[config.mk]
export PLATFORM = sky130hd
export DESIGN_NAME = packet_assembler_uart
export DESIGN_NICKNAME = d
export VERILOG_FILES = /design/src/rtl/packet_assembler_uart.sv
export SDC_FILE = /design/constraint.sdc
export NUM_CORES = 1
export LEC_CHECK = 0
export CAP_MARGIN = 30
export CORE_MARGIN = 2
export CORE_UTILIZATION = 30
export DETAILED_ROUTE_END_ITERATION = 8
export PLACE_DENSITY = 0.54
export SETUP_SLACK_MARGIN = 0.2
export SLEW_MARGIN = 10
export SYNTH_ARGS = -nofsm -noshare
export SYNTH_HDL_FRONTEND = slang
export SYNTH_SLANG_ARGS = --single-unit
[constraint.sdc]
create_clock -name clk -period 3 [get_ports clk]
set_clock_uncertainty 0.2 [all_clocks]
set_input_delay 0.3 -clock clk [delete_from_list [all_inputs] [get_ports clk]]
set_output_delay 0.3 -clock clk [all_outputs]
set_load 0.005 [all_outputs]
[src/rtl/packet_assembler_uart.sv]
// Collects UART bytes MSB-first into a PACKET_BYTES packet with a one-deep output register.
// Optional idle timeout for partial packets is enabled by defining PKT_ASM_TIMEOUT_EN.
module packet_assembler_uart #(
  parameter int BYTE_W         = 8,
  parameter int PACKET_BYTES   = 23,
  parameter int TIMEOUT_CYCLES = 100000,
  localparam int PACKET_W      = PACKET_BYTES*BYTE_W,
  localparam int CNT_W         = $clog2(PACKET_BYTES+1)
) (
  input  logic                clk,
  input  logic                rst_n,
  input  logic                clear,
  input  logic                byte_valid,
  input  logic [BYTE_W-1:0]   byte_data,
  output logic                byte_ready,
  output logic                pkt_valid,
  input  logic                pkt_ready,
  output logic [PACKET_W-1:0] packet,
  output logic [CNT_W-1:0]    byte_count,
  output logic                overflow,
  output logic                timeout
);

  typedef enum logic {FILL, HOLD} state_t;

  state_t              state;
  logic [PACKET_W-1:0] asm_reg;
  logic [PACKET_W-1:0] asm_next;
  logic                take;
  logic                last_byte;

  assign byte_ready = (state == FILL);
  assign take       = pkt_valid & pkt_ready;
  assign last_byte  = (byte_count == CNT_W'(PACKET_BYTES-1));

  always_comb begin
    asm_next = asm_reg;
    for (int k = 0; k < PACKET_BYTES; k++)
      if (byte_count == CNT_W'(k))
        asm_next[PACKET_W-1-k*BYTE_W -: BYTE_W] = byte_data;
  end

`ifdef PKT_ASM_TIMEOUT_EN
  localparam int IDLE_W = $clog2(TIMEOUT_CYCLES+1);
  logic [IDLE_W-1:0] idle_cnt;
  logic              partial;
  assign partial = (state == FILL) && (byte_count != '0);
`else
  assign timeout = 1'b0;
`endif

  always_ff @(posedge clk or negedge rst_n) begin
    if (!rst_n) begin
      state      <= FILL;
      byte_count <= '0;
      asm_reg    <= '0;
      packet     <= '0;
      pkt_valid  <= 1'b0;
      overflow   <= 1'b0;
`ifdef PKT_ASM_TIMEOUT_EN
      timeout    <= 1'b0;
      idle_cnt   <= '0;
`endif
    end else if (clear) begin
      state      <= FILL;
      byte_count <= '0;
      asm_reg    <= '0;
      pkt_valid  <= 1'b0;
      overflow   <= 1'b0;
`ifdef PKT_ASM_TIMEOUT_EN
      timeout    <= 1'b0;
      idle_cnt   <= '0;
`endif
    end else begin
      // A consumed packet drops valid unless a new one is loaded below.
      if (take)
        pkt_valid <= 1'b0;
`ifdef PKT_ASM_TIMEOUT_EN
      timeout <= 1'b0;
`endif
      case (state)
        FILL: begin
          if (byte_valid) begin
            if (last_byte) begin
              if (!pkt_valid || take) begin
                packet     <= asm_next;
                pkt_valid  <= 1'b1;
                asm_reg    <= '0;
                byte_count <= '0;
              end else begin
                asm_reg    <= asm_next;
                byte_count <= CNT_W'(PACKET_BYTES);
                state      <= HOLD;
              end
            end else begin
              asm_reg    <= asm_next;
              byte_count <= byte_count + 1'b1;
            end
`ifdef PKT_ASM_TIMEOUT_EN
            idle_cnt <= '0;
          end else if (partial) begin
            if (idle_cnt == IDLE_W'(TIMEOUT_CYCLES-1)) begin
              asm_reg    <= '0;
              byte_count <= '0;
              timeout    <= 1'b1;
              idle_cnt   <= '0;
            end else begin
              idle_cnt <= idle_cnt + 1'b1;
            end
          end else begin
            idle_cnt <= '0;
`endif
          end
        end
        HOLD: begin
          if (byte_valid)
            overflow <= 1'b1;
          if (take) begin
            packet     <= asm_reg;
            pkt_valid  <= 1'b1;
            asm_reg    <= '0;
            byte_count <= '0;
            state      <= FILL;
          end
        end
        default: state <= FILL;
      endcase
    end
  end

endmodule

==> results of run 1 <==
[cells by family (layout without fill, tap and decap cells)]
logic type,count (synthesis),after routing,share of synthesized area (%)
AOI/OAI and AO/OA,225,226,10.78
DFF,376,376,54.83
muxes,368,368,27.65
adders and majority gates,5,5,0.3646
and+or+nand+nor,104,104,3.274
other,1,2,0.02185
buffers and inverters,99,368,3.077
[layer usage]
| metal | vias up | GRT usage [%] | share of wire, % |
|---|---|---|---|
| met3 | 58 | 3.207 | 4.8 |
| met2 | 268 | 24.79 | 46 |
| li1 | 4844 | - | - |
| met1 | 5562 | 23.55 | 48 |
| met4 | 2 | 4.403 | 1.6 |
| met5 | - | 0 | 0.027 |
[cells in the final DEF (no fill, tap or decap), types with 8 or more instances in the layout]
cell / instances
buf_12: 20
mux2_2: 208
o21ai_1: 20
a22o_1: 177
nor3_1: 8
a32o_1: 8
clkbuf_16: 47
dfrtp_1: 376
buf_2: 8
clkbuf_8: 11
mux2_4: 160
nand2_1: 15
o21ai_0: 9
nand2b_1: 9
nor2_1: 34
clkdlybuf4s50_1: 195
clkinv_2: 8
buf_4: 55
[where the power goes]
part / total [W] / internal [W] / switching (W)
clock network: 0.00581 / 0.00356 / 0.00226
logic: 0.000620 / 0.000210 / 0.000410
registers: 0.00513 / 0.00511 / 0.0000258
total: 0.0116 / 0.00888 / 0.00269
[how the worst max path moves through the flow]
| stage | endpoint | slack (ns) |
|---|---|---|
| final | packet[111]$_DFFE_PN0P_ | 0.32 |
| after global routing | packet[169]$_DFFE_PN0P_ | 0.21 |
| after CTS | packet[31]$_DFFE_PN0P_ | 0.21 |
| after detailed placement | asm_reg[91]$_DFFE_PN0P_ | 0.15 |
| after global placement | packet[26]$_DFFE_PN0P_ | 0.15 |
| after floorplan | packet[0]$_DFFE_PN0P_ | 0.52 |
[per-stage QoR]
step           instance area, um2  power (W)
4_1_cts                     22000    0.01175
2_1_floorplan               17160   0.005480
6_report                    22090    0.01157
5_1_grt                     22080    0.01199
3_5_place_dp                20380   0.005849
3_3_place_gp                20380   0.005842
[cell type report]
class                           instances  area, um2
Tap cell                              756      945.9
Clock buffer                           59       1331
Timing Repair Buffer                  280       2830
Inverter                                7      26.28
Fill cell                            5257      34410
Antenna cell                            1      2.502
Multi-Input combinational cell        704       7277
Clock inverter                         22      264.0
Sequential cell                       376       9409
[critical path, cell delays in order, from the launching register on]
cell     delay (ns)
dfrtp_1        0.44
inv_2          0.11
ha_2           0.20
and4b_1        0.23
a21oi_1        0.08
or4_4          0.55
buf_4          0.23
buf_12         0.18
mux2_4         0.31
[what timing repair did]
action,CTS,global route
hold endpoints to repair,69,0
setup endpoints to repair,125,337
buffers inserted,1,4
gates resized for setup,1,6
hold buffers,1,0
gates cloned,1,0
pin swaps,1,2
==> flow_metrics.py, run 1 <==
metrics = {
    "cts": {
        "tritoncts": "built",
        "cts_htree_levels": 2,
        "ctsRootBufferMaster": "clkbuf_16",
        "cts_buffer_depth": 3,
        "clock-sinks": 376,
        "numCtsBuffers": 45,
        "clk_latency_ns": 0.57,
        "cts.clk_slew.worst_paths_ns": 0.06,
    },
    "power_and_ir_drop": {
        "peakVddDrop_mv": 0.3568,
        "p_leak_nw": 10.80,
        "p_per_area_mw_per_mm2": 523.8,
    },
    "critical_path": {
        "timing.rr.start": "byte_count[0]$_DFFE_PN0P_",
        "critPathKind": "reg2reg",
        "setup.worst_path.end_class": "flop",
        "critPathArrivalTime_ns": 2.92,
        "cp.required_ns": 3.24,
        "r2r_slack_ns": 0.32,
        "startpoint": "byte_count[0]$_DFFE_PN0P_",
        "ff2ff_path_depth": 8,
        "crit_fanout": 18,
        "cp-start-kind": "flop",
        "reg2reg_to": "packet[111]$_DFFE_PN0P_",
    },
    "placed_design": {
        "dp_hpwl_um": 31660,
        "dp_slack_ns": 0.1524,
        "portBuffers": 204,
        "place_inst": 2116,
        "gp_congestion": 0.7412,
    },
    "worst_hold_path": {
        "hold_start": "byte_data[7]",
        "holdCritPathClass": "in2reg",
        "min_to": "asm_reg[55]$_DFFE_PN0P_",
        "holdPathStages": 2,
    },
    "die": {
        "dieArea_mm2": 0.05913,
        "fp.dieH_um": 243.2,
        "start_util_pct": 30.37,
        "coreArea_mm2": 0.05650,
        "io_pins": 206,
        "die_w_um": 243.2,
        "core.rowCount": 87,
    },
    "logic_synthesis": {
        "syn_inst": 1178,
        "synth_top_area_share_pct": 54.83,
        "ys_seq_elements": 376,
        "synthesis.nets": 1196,
        "synth-main-ff-cell": "dfrtp_1",
        "synth_most_common_cell": "dfrtp_1",
        "avgSynthCellArea_um2": 14.57,
        "yosysWarnings": 0,
        "synth_seq_area_share_pct": 54.83,
        "synth_area_mm2": 0.01716,
        "yosys-top-cells-area": "dfrtp_1, mux2_4, mux2_2",
        "synth_area_leader_cell": "dfrtp_1",
        "synth-edff-count": 0,
        "async_flop_share_pct": 100.0,
        "synth_cell_types": 42,
        "synth.top_cells.by_count": "dfrtp_1, mux2_2, a22o_1",
    },
    "finish": {
        "area_growth_pct": 28.71,
        "fin_nets": 1432,
        "drive_above_1_share_pct": 37.91,
        "instances_no_fill": 2205,
        "post-route-util_pct": 39.09,
    },
    "outcome": {
        "status": "complete, no violations",
    },
    "grt": {
        "grt_first_pass_wirelength_um": 74090,
        "grt_pass1_vias": 11351,
        "grt_use_total_pct": 16.28,
        "grt_overflow": 0,
        "antenna_found_initial": 1,
        "grt_max_degree": 81,
    },
    "sta": {
        "final-setup-viol-count": 0,
        "finalCritPeriodShare_pct": 89.49,
        "min_period_ns": 2.685,
        "layout_setup_ws_ns": 0.3152,
        "whs_ns": 0.04658,
        "worst_pin_slew_ns": 0.7454,
        "slew_headroom_pct": 50.30,
        "rsz0062_at_grt": "no",
        "finalSetupTns_ns": 0,
        "slew_viol_final": 0,
        "fmax_mhz": 372.5,
        "hold_violations": 0,
    },
    "routing": {
        "drtIter0Drc": 604,
        "routedWlPerCell_um": 21.99,
        "num_vias": 10734,
        "detail_route.vias_per_cell": 4.868,
        "firstDrtPassIters": 5,
        "routed_wl_um": 48490,
        "drtAntennaViolNets": 0,
        "drt_drc_violations_left": 0,
    },
    "flow_run": {
        "cap_violations": 0,
    },
}
Power figures use the tool's default switching activity.
==> run 2: changes to the inputs <==
- clock period: 3 -> 2.9 ns (I/O delays scaled with it)
==> run 2 against run 1 <==
Final cell count rose by 0.63%. Clock power increased by 1%. Critical path depth is 1 lower. Total power is 2.4% higher. Combinational power grew 7.1%. Non-clock buffer count is 12 higher. Maximum frequency up 2.8%. Sequential cell count unchanged. Global-route usage barely moved. Core utilization about the same. Setup slack lost 0.028 ns. Largest power group unchanged.
==> flow_metrics.py, run 2 (synthesis results as in run 1) <==
metrics = {
    "placed_design": {
        "place_inst": 2131,
        "portBuffers": 204,
        "gp_congestion": 0.7411,
        "dp_hpwl_um": 31800,
    },
    "sta": {
        "finalSetupTns_ns": 0,
        "slew_headroom_pct": 49.47,
        "worst_pin_slew_ns": 0.7580,
        "hold_violations": 0,
        "finalCritPeriodShare_pct": 90.09,
        "final-setup-viol-count": 0,
        "rsz0062_at_grt": "no",
        "slew_viol_final": 0,
        "min_period_ns": 2.613,
        "fmax_mhz": 382.8,
    },
    "cts": {
        "clk_latency_ns": 0.57,
        "numCtsBuffers": 45,
        "tritoncts": "built",
        "cts.clk_slew.worst_paths_ns": 0.06,
        "clock-sinks": 376,
        "cts_htree_levels": 2,
        "cts_buffer_depth": 3,
        "cts_setup_buffers": 0,
        "ctsRootBufferMaster": "clkbuf_16",
    },
    "grt": {
        "grt_overflow": 0,
        "grt_pass1_vias": 11637,
        "grt_first_pass_wirelength_um": 74590,
        "antenna_found_initial": 0,
        "grt_max_degree": 73,
        "grt_use_total_pct": 16.28,
    },
    "routing": {
        "top_layer_used": "met4",
        "num_vias": 10829,
        "drtIter0Drc": 598,
        "route.met3.wl_um": 2175,
        "routedWlPerCell_um": 21.63,
        "drt_drc_violations_left": 0,
        "firstDrtPassIters": 5,
        "drt-met1-wl_um": 23350,
        "drtAntennaViolNets": 0,
        "routed_wl_um": 48000,
        "detail_route.vias_per_cell": 4.880,
        "met2_length_um": 21610,
    },
    "power_and_ir_drop": {
        "peakVddDrop_mv": 0.3866,
        "p_per_area_mw_per_mm2": 536.5,
        "p_leak_nw": 10.83,
    },
    "critical_path": {
        "reg2reg_to": "packet[132]$_DFFE_PN0P_",
        "critPathArrivalTime_ns": 2.86,
        "cp.required_ns": 3.15,
        "cp-start-kind": "flop",
        "setup.worst_path.end_class": "flop",
        "slowest_stage": "or4_4",
        "timing.rr.start": "byte_count[0]$_DFFE_PN0P_",
        "crit_fanout": 72,
        "critPathMaxStageDelay_ns": 0.47,
        "critPathKind": "reg2reg",
        "worstPathCellList": "inv_2, ha_2, and4b_1, a21oi_1, or4_4, buf_12, mux2_4",
        "ff2ff_path_depth": 7,
        "r2r_slack_ns": 0.29,
    },
    "finish": {
        "fin_nets": 1444,
        "final_cell_mix": "dfrtp_1, mux2_2, clkdlybuf4s50_1, a22o_1, mux2_4",
        "instances_no_fill": 2219,
        "area_growth_pct": 28.72,
        "diodes": 0,
        "drive_above_1_share_pct": 38.00,
        "fill_cells": 5270,
        "mostFrequentLayoutCell": "dfrtp_1",
    },
    "die": {
        "start_util_pct": 30.37,
        "dieArea_mm2": 0.05913,
        "core.rowCount": 87,
        "fp.dieH_um": 243.2,
        "die_w_um": 243.2,
        "io_pins": 206,
        "coreArea_mm2": 0.05650,
    },
    "worst_hold_path": {
        "hold_start": "byte_data[1]",
        "holdPathStages": 2,
        "min_to": "asm_reg[81]$_DFFE_PN0P_",
        "holdCritPathClass": "in2reg",
    },
    "outcome": {
        "status": "complete, no violations",
    },
    "flow_run": {
        "cap_violations": 0,
    },
}
[run 2: worst max-delay path by stage]
stage / start / to / depth (start not counted)
2_1_floorplan: byte_count[0]$_DFFE_PN0P_ / packet[0]$_DFFE_PN0P_ / 9
3_3_place_gp: byte_count[0]$_DFFE_PN0P_ / packet[30]$_DFFE_PN0P_ / 6
3_5_place_dp: clear / asm_reg[13]$_DFFE_PN0P_ / 5
4_1_cts: byte_count[1]$_DFFE_PN0P_ / packet[143]$_DFFE_PN0P_ / 6
5_1_grt: byte_count[1]$_DFFE_PN0P_ / packet[45]$_DFFE_PN0P_ / 6
6_report: byte_count[0]$_DFFE_PN0P_ / packet[132]$_DFFE_PN0P_ / 7
[run 2: critical path: cells and delay by family, from the launching register on]
| family | cells | cell delay, ns |
|---|---|---|
| fa+ha+maj | 1 | 0.20 |
| mux | 1 | 0.41 |
| simple gates | 2 | 0.72 |
| buf+inv | 2 | 0.31 |
| flops | 1 | 0.39 |
| compound gates | 1 | 0.09 |
[run 2: what timing repair did]
action,CTS,global route
pin swaps,1,0
endpoints found under the hold margin,338,0
hold buffers,3,0
setup endpoints to repair,32,233
cloned,1,0
gates resized for setup,1,6
[run 2: area by class of cell]
class	count	area, um2	area share, %
Sequential cell	376	9409	42.60
Multi-Input combinational cell	704	7269	32.91
Timing Repair Buffer	292	2879	13.03
Clock buffer	63	1336	6.050
Tap cell	756	945.9	4.282
Clock inverter	21	222.7	1.008
Inverter	7	26.28	0.1190
[run 2: through the flow]
stage | util [%] | hold WS, ns | instance area (um2) | worst slack, ns | power, W
floorplan | - | -0.2056 | 17160 | 0.4249 | 0.005669
global placement | 36.22 | 0.08697 | 20460 | 0.1587 | 0.006074
detailed placement | 36.22 | 0.08371 | 20460 | 0.09655 | 0.006077
CTS | 39.06 | 0.003035 | 22070 | 0.2468 | 0.01204
global route | 39.10 | 0.01134 | 22090 | 0.2007 | 0.01232
finish | 39.10 | 0.03995 | 22090 | 0.2875 | 0.01185
[run 2: where the power goes]
group | switching (W) | total (W) | internal, W | leakage (nW)
Combinational | 0.000429 | 0.000664 | 0.000235 | 4.82
Sequential | 0.0000257 | 0.00531 | 0.00529 | 5.24
Clock | 0.00230 | 0.00588 | 0.00358 | 0.767
[run 2: metal layers]
| layer | global-route usage (%) | vias up |
|---|---|---|
| met5 | 0 | - |
| met4 | 4.186 | 0 |
| met3 | 3.527 | 58 |
| met2 | 25.01 | 229 |
| met1 | 23.23 | 5662 |
| li1 | - | 4880 |
==> patch 1: new RTL, settings of run 1 <==
Change the parameter `BYTE_W` from 8 to 12.
--- a/src/rtl/packet_assembler_uart.sv
+++ b/src/rtl/packet_assembler_uart.sv
@@ -1,7 +1,7 @@
 // Collects UART bytes MSB-first into a PACKET_BYTES packet with a one-deep output register.
 // Optional idle timeout for partial packets is enabled by defining PKT_ASM_TIMEOUT_EN.
 module packet_assembler_uart #(
-  parameter int BYTE_W         = 8,
+  parameter int BYTE_W         = 12,
   parameter int PACKET_BYTES   = 23,
   parameter int TIMEOUT_CYCLES = 100000,
   localparam int PACKET_W      = PACKET_BYTES*BYTE_W,
Interface: changed (resized byte_data and packet); port bits go from 206 to 302. The function was not compared with the original's and may differ.
==> patch 1 against run 1 <==
- utilization is 0.72 points lower
- worst setup slack worse by 0.050 ns
- wire length is 56% higher
- hold slack better by 0.028 ns
- die area is 47% higher
- largest power group unchanged
- combinational power is 42% higher
- sequential cell count is 184 higher
- critical endpoint is now packet[103]$_DFFE_PN0P_
- cell area is 45% higher
- area after synthesis is 48% higher
- total power is 41% higher
- highest routed layer unchanged
==> patch 1: results (changes against run 1) <==
timing:
  period_minus_slack_ns: 2.735  # +0.05046 ns
  worstMarginPinSlew_ns: 0.8850  # +0.1396 ns
  timing.hold.ws_ns: 0.07430  # +0.02771 ns
power_and_ir_drop:
  seq_power_share_pct: 46.8  # +2.4 points
  peakVddDrop_uv: 452.9  # +27%
  p_leak_nw: 15.86  # +47%
  pg_seq_w: 0.00764  # +49%
  p_switching_w: 0.003804  # +41%
cells_and_area:
  fin_nets: 2052  # +43%
  nClkBuffers: 96  # +63%
  clk_share_pct: 6.554  # -0.67 points
  instances_no_fill: 3218  # +46%
  fill_cells: 7768  # +48%
  bufAreaShareNonClock_pct: 12.75  # -0.065 points
  num-multi-input-gates: 982  # +39%
  multi_input_area_mm2: 0.01045  # +44%
placed_design:
  globalplace.congestion: 0.8026  # +8.3%
  dp_cells: 3097  # +46%
  io_buffers: 300  # +47%
  placed_cell_area_mm2: 0.02988  # +47%
  dp.final_hpwl_um: 49110  # +55%
  pre_cts_slack_ns: 0.06652  # -0.08589 ns
global_route:
  gr-usage-all-layers_pct: 17.34  # +1.1 points
  use_met2_pct: 26.60  # +1.8 points
  grt_use_met1_pct: 25.25  # +1.7 points
  use_met3_pct: 3.605  # +0.40 points
  antenna_found_initial: 3  # +2
  grt_pass1_vias: 16850  # +48%
drt:
  met2WireLength_um: 34340  # +56%
  wl_met1_um: 36120  # +55%
  drtIter0Drc: 831  # +38%
run_status:
  outcome: "complete, no violations"
critical_path:
  crit_path_max_fanout: 60  # +42
  crit_path_end: "packet[103]$_DFFE_PN0P_"
  reg2reg_depth: 7  # -1
  r2r_setup_slack_ns: 0.26  # -0.05 ns
clocking:
  cts_setup_buffers: 0  # -1
  cts_buffers: 61  # +36%
die:
  die_w_um: 294.7  # +21%
synth:
  synth_cell_types: 41  # -2.4%
  synth_compound_area_share_pct: 10.38  # -0.41 points
  synth.area.mux_share_pct: 28.08  # +0.43 points
  ys_top_cells_by_area: "dfrtp_1 55%, mux2_4 14%, mux2_2 13%, a22o_1 9.5%, clkbuf_1 1.6%"
  ys_seq_area_share_pct: 55.29  # +0.46 points
  synth_nets: 1749  # +46%
min_path:
  worst_hold_path.endpoint: "asm_reg[121]$_DFFE_PN0P_"
  hp-start: "byte_data[1]"
==> patch 1: cell types whose count changed in the layout (fill, tap and decap cells not counted), moves of 8 or more <==
cell,change
buf_4,+44
mux2_4,+80
mux2_2,+83
clkbuf_8,+9
o21ai_1,-20
a22o_1,+99
clkdlybuf4s50_1,+92
clkbuf_16,+16
o21ai_0,+16
a32o_1,-8
dfrtp_1,+182
mux2_1,+21
clkbuf_1,+13
==> patch 1: critical path, delay by kind of cell (launching register included) <==
family	cells	cell delay (ns)
adders and majority gates	1	0.23
buffers and inverters	2	0.53
DFF	1	0.44
and+or+nand+nor	2	0.74
AOI/OAI and AO/OA	1	0.07
muxes	1	0.36
==> patch 1: timing repair <==
item	in CTS	in global routing
resized for setup	3	5
cloned	2	1
hold buffers	1	0
endpoints found under the hold margin	62	0
pin swaps	1	0
setup endpoints to repair	105	214
==> patch 2: new RTL, settings of run 1 <==
Without the edit above. Make the reset (`rst_n`) synchronous in one clocked block.
--- a/src/rtl/packet_assembler_uart.sv
+++ b/src/rtl/packet_assembler_uart.sv
@@ -49,7 +49,7 @@
   assign timeout = 1'b0;
 `endif
 
-  always_ff @(posedge clk or negedge rst_n) begin
+  always_ff @(posedge clk) begin
     if (!rst_n) begin
       state      <= FILL;
       byte_count <= '0;
Function: not settled (the Yosys comparison gave no result); the edit may change what the design does.
==> patch 2 against run 1 <==
- total power fell by 5.9%
- synthesized cell count increased by 52%
- area after synthesis fell by 6.6%
- cell area is 9.2% lower
- worst setup slack better by 0.015 ns
- highest routed layer is now met4
- wire length up 11%
- sequential cell count stayed put
- fmax rose by 0.56%
- sequential power is 3% lower
- hold slack improved by 0.027 ns
- first-iteration DRC count grew 92%
==> patch 2: results (changes against run 1) <==
run_status:
  outcome: "complete, no violations"
drt:
  vias: 14250  # +33%
  drtIter0Drc: 1158  # +92%
  routedWlPerCell_um: 20.66  # -6.0%
placed_design:
  globalplace.congestion: 0.7641  # +3.1%
  placed_cell_area_mm2: 0.01858  # -8.8%
  dp_cells: 2541  # +20%
  dp.final_hpwl_um: 33150  # +4.7%
  pre_cts_slack_ns: 0.2918  # +0.1394 ns
synth:
  async_flop_share_pct: 0  # -100 points
  ys_top_cells_by_area: "dfxtp_1 47%, a211oi_2 12%, a21oi_1 11%, o21ai_0 11%, nand2_1 4.3%"
  syn_avg_cell_area_um2: 8.926  # -39%
  synthAdderAreaFrac_pct: 0.3904  # +0.026 points
  synth_nets: 1813  # +52%
  synth_xor_xnor_area_share_pct: 0.05466  # +0.055 points
power_and_ir_drop:
  p_leak_nw: 5.776  # -47%
  p_switching_w: 0.002487  # -7.6%
  peakVddDrop_uv: 322.8  # -9.5%
timing:
  worstMarginPinSlew_ns: 0.7987  # +0.05326 ns
clocking:
  cts_setup_buffers: 0  # -1
  cts_buffers: 43  # -4.4%
global_route:
  use_met3_pct: 4.151  # +0.94 points
  grt_use_met1_pct: 24.77  # +1.2 points
  use_met2_pct: 30.69  # +5.9 points
  grt_max_degree: 137  # +69%
  antenna_found_initial: 0  # -1
  grt_first_pass_wirelength_um: 83390  # +13%
cells_and_area:
  n_antenna_cell: 0  # -1
  drive_above_1_share_pct: 16.81  # -21 points
critical_path:
  critPathArrivalTime_ns: 2.17  # -0.75 ns
-- patch 2: final timing paths --
kind / from / end / slack [ns] / cells past startpoint
setup / recovery: state$_SDFF_PP0_ / byte_ready / 0.33 / 3
hold / removal: byte_data[7] / asm_reg[39]$_SDFFE_PP0P_ / 0.07 / 3
setup reg to reg: byte_count[0]$_SDFFE_PP0P_ / packet[40]$_SDFFE_PN0P_ / 0.34 / 5
hold reg to reg: asm_reg[49]$_SDFFE_PP0P_ / asm_reg[49]$_SDFFE_PP0P_ / 0.27 / 2
-- patch 2: cell families (layout without fill, tap and decap cells) --
| kind of cell | after synthesis | count (layout) |
|---|---|---|
| AO/OA/AOI/OAI | 927 | 927 |
| flip-flops | 376 | 376 |
| AND/OR/NAND/NOR | 269 | 269 |
| buffers and inverters | 207 | 339 |
| multiplexers | 9 | 9 |
| adder cells (fa/ha/maj) | 5 | 5 |
| other | 1 | 1 |
| XOR/XNOR | 1 | 1 |
-- patch 2: cell type report --
type	count	area (um^2)
clock inverter	14	207.7
tap	688	860.8
timing repair buffer	260	2582
sequential	376	7528
inverter	6	30.03
multi-input combinational	1212	7591
fill	5218	32610
clock buffer	59	1246
-- patch 2: power by group through the flow --
stage,logic [W],clock network (W),registers (W)
after floorplan,0.000262,0,0.00511
after global placement,0.000438,0,0.00511
after detailed placement,0.000449,0,0.00511
after CTS,0.000451,0.00556,0.00500
after global routing,0.000477,0.00573,0.00500
final,0.000451,0.00544,0.00500
-- patch 2: per-layer routing --
metal | vias up | share of wire [%]
met4 | 0 | 2.5
li1 | 6781 | -
met3 | 80 | 6.9
met5 | - | 0
met1 | 6918 | 44
met2 | 466 | 47
-- patch 2: worst max-delay path: stages (launching register included) --
cell and delay, ns:
dfxtp_2 0.46, buf_4 0.46, inv_1 0.20, clkdlybuf4s50_1 0.49
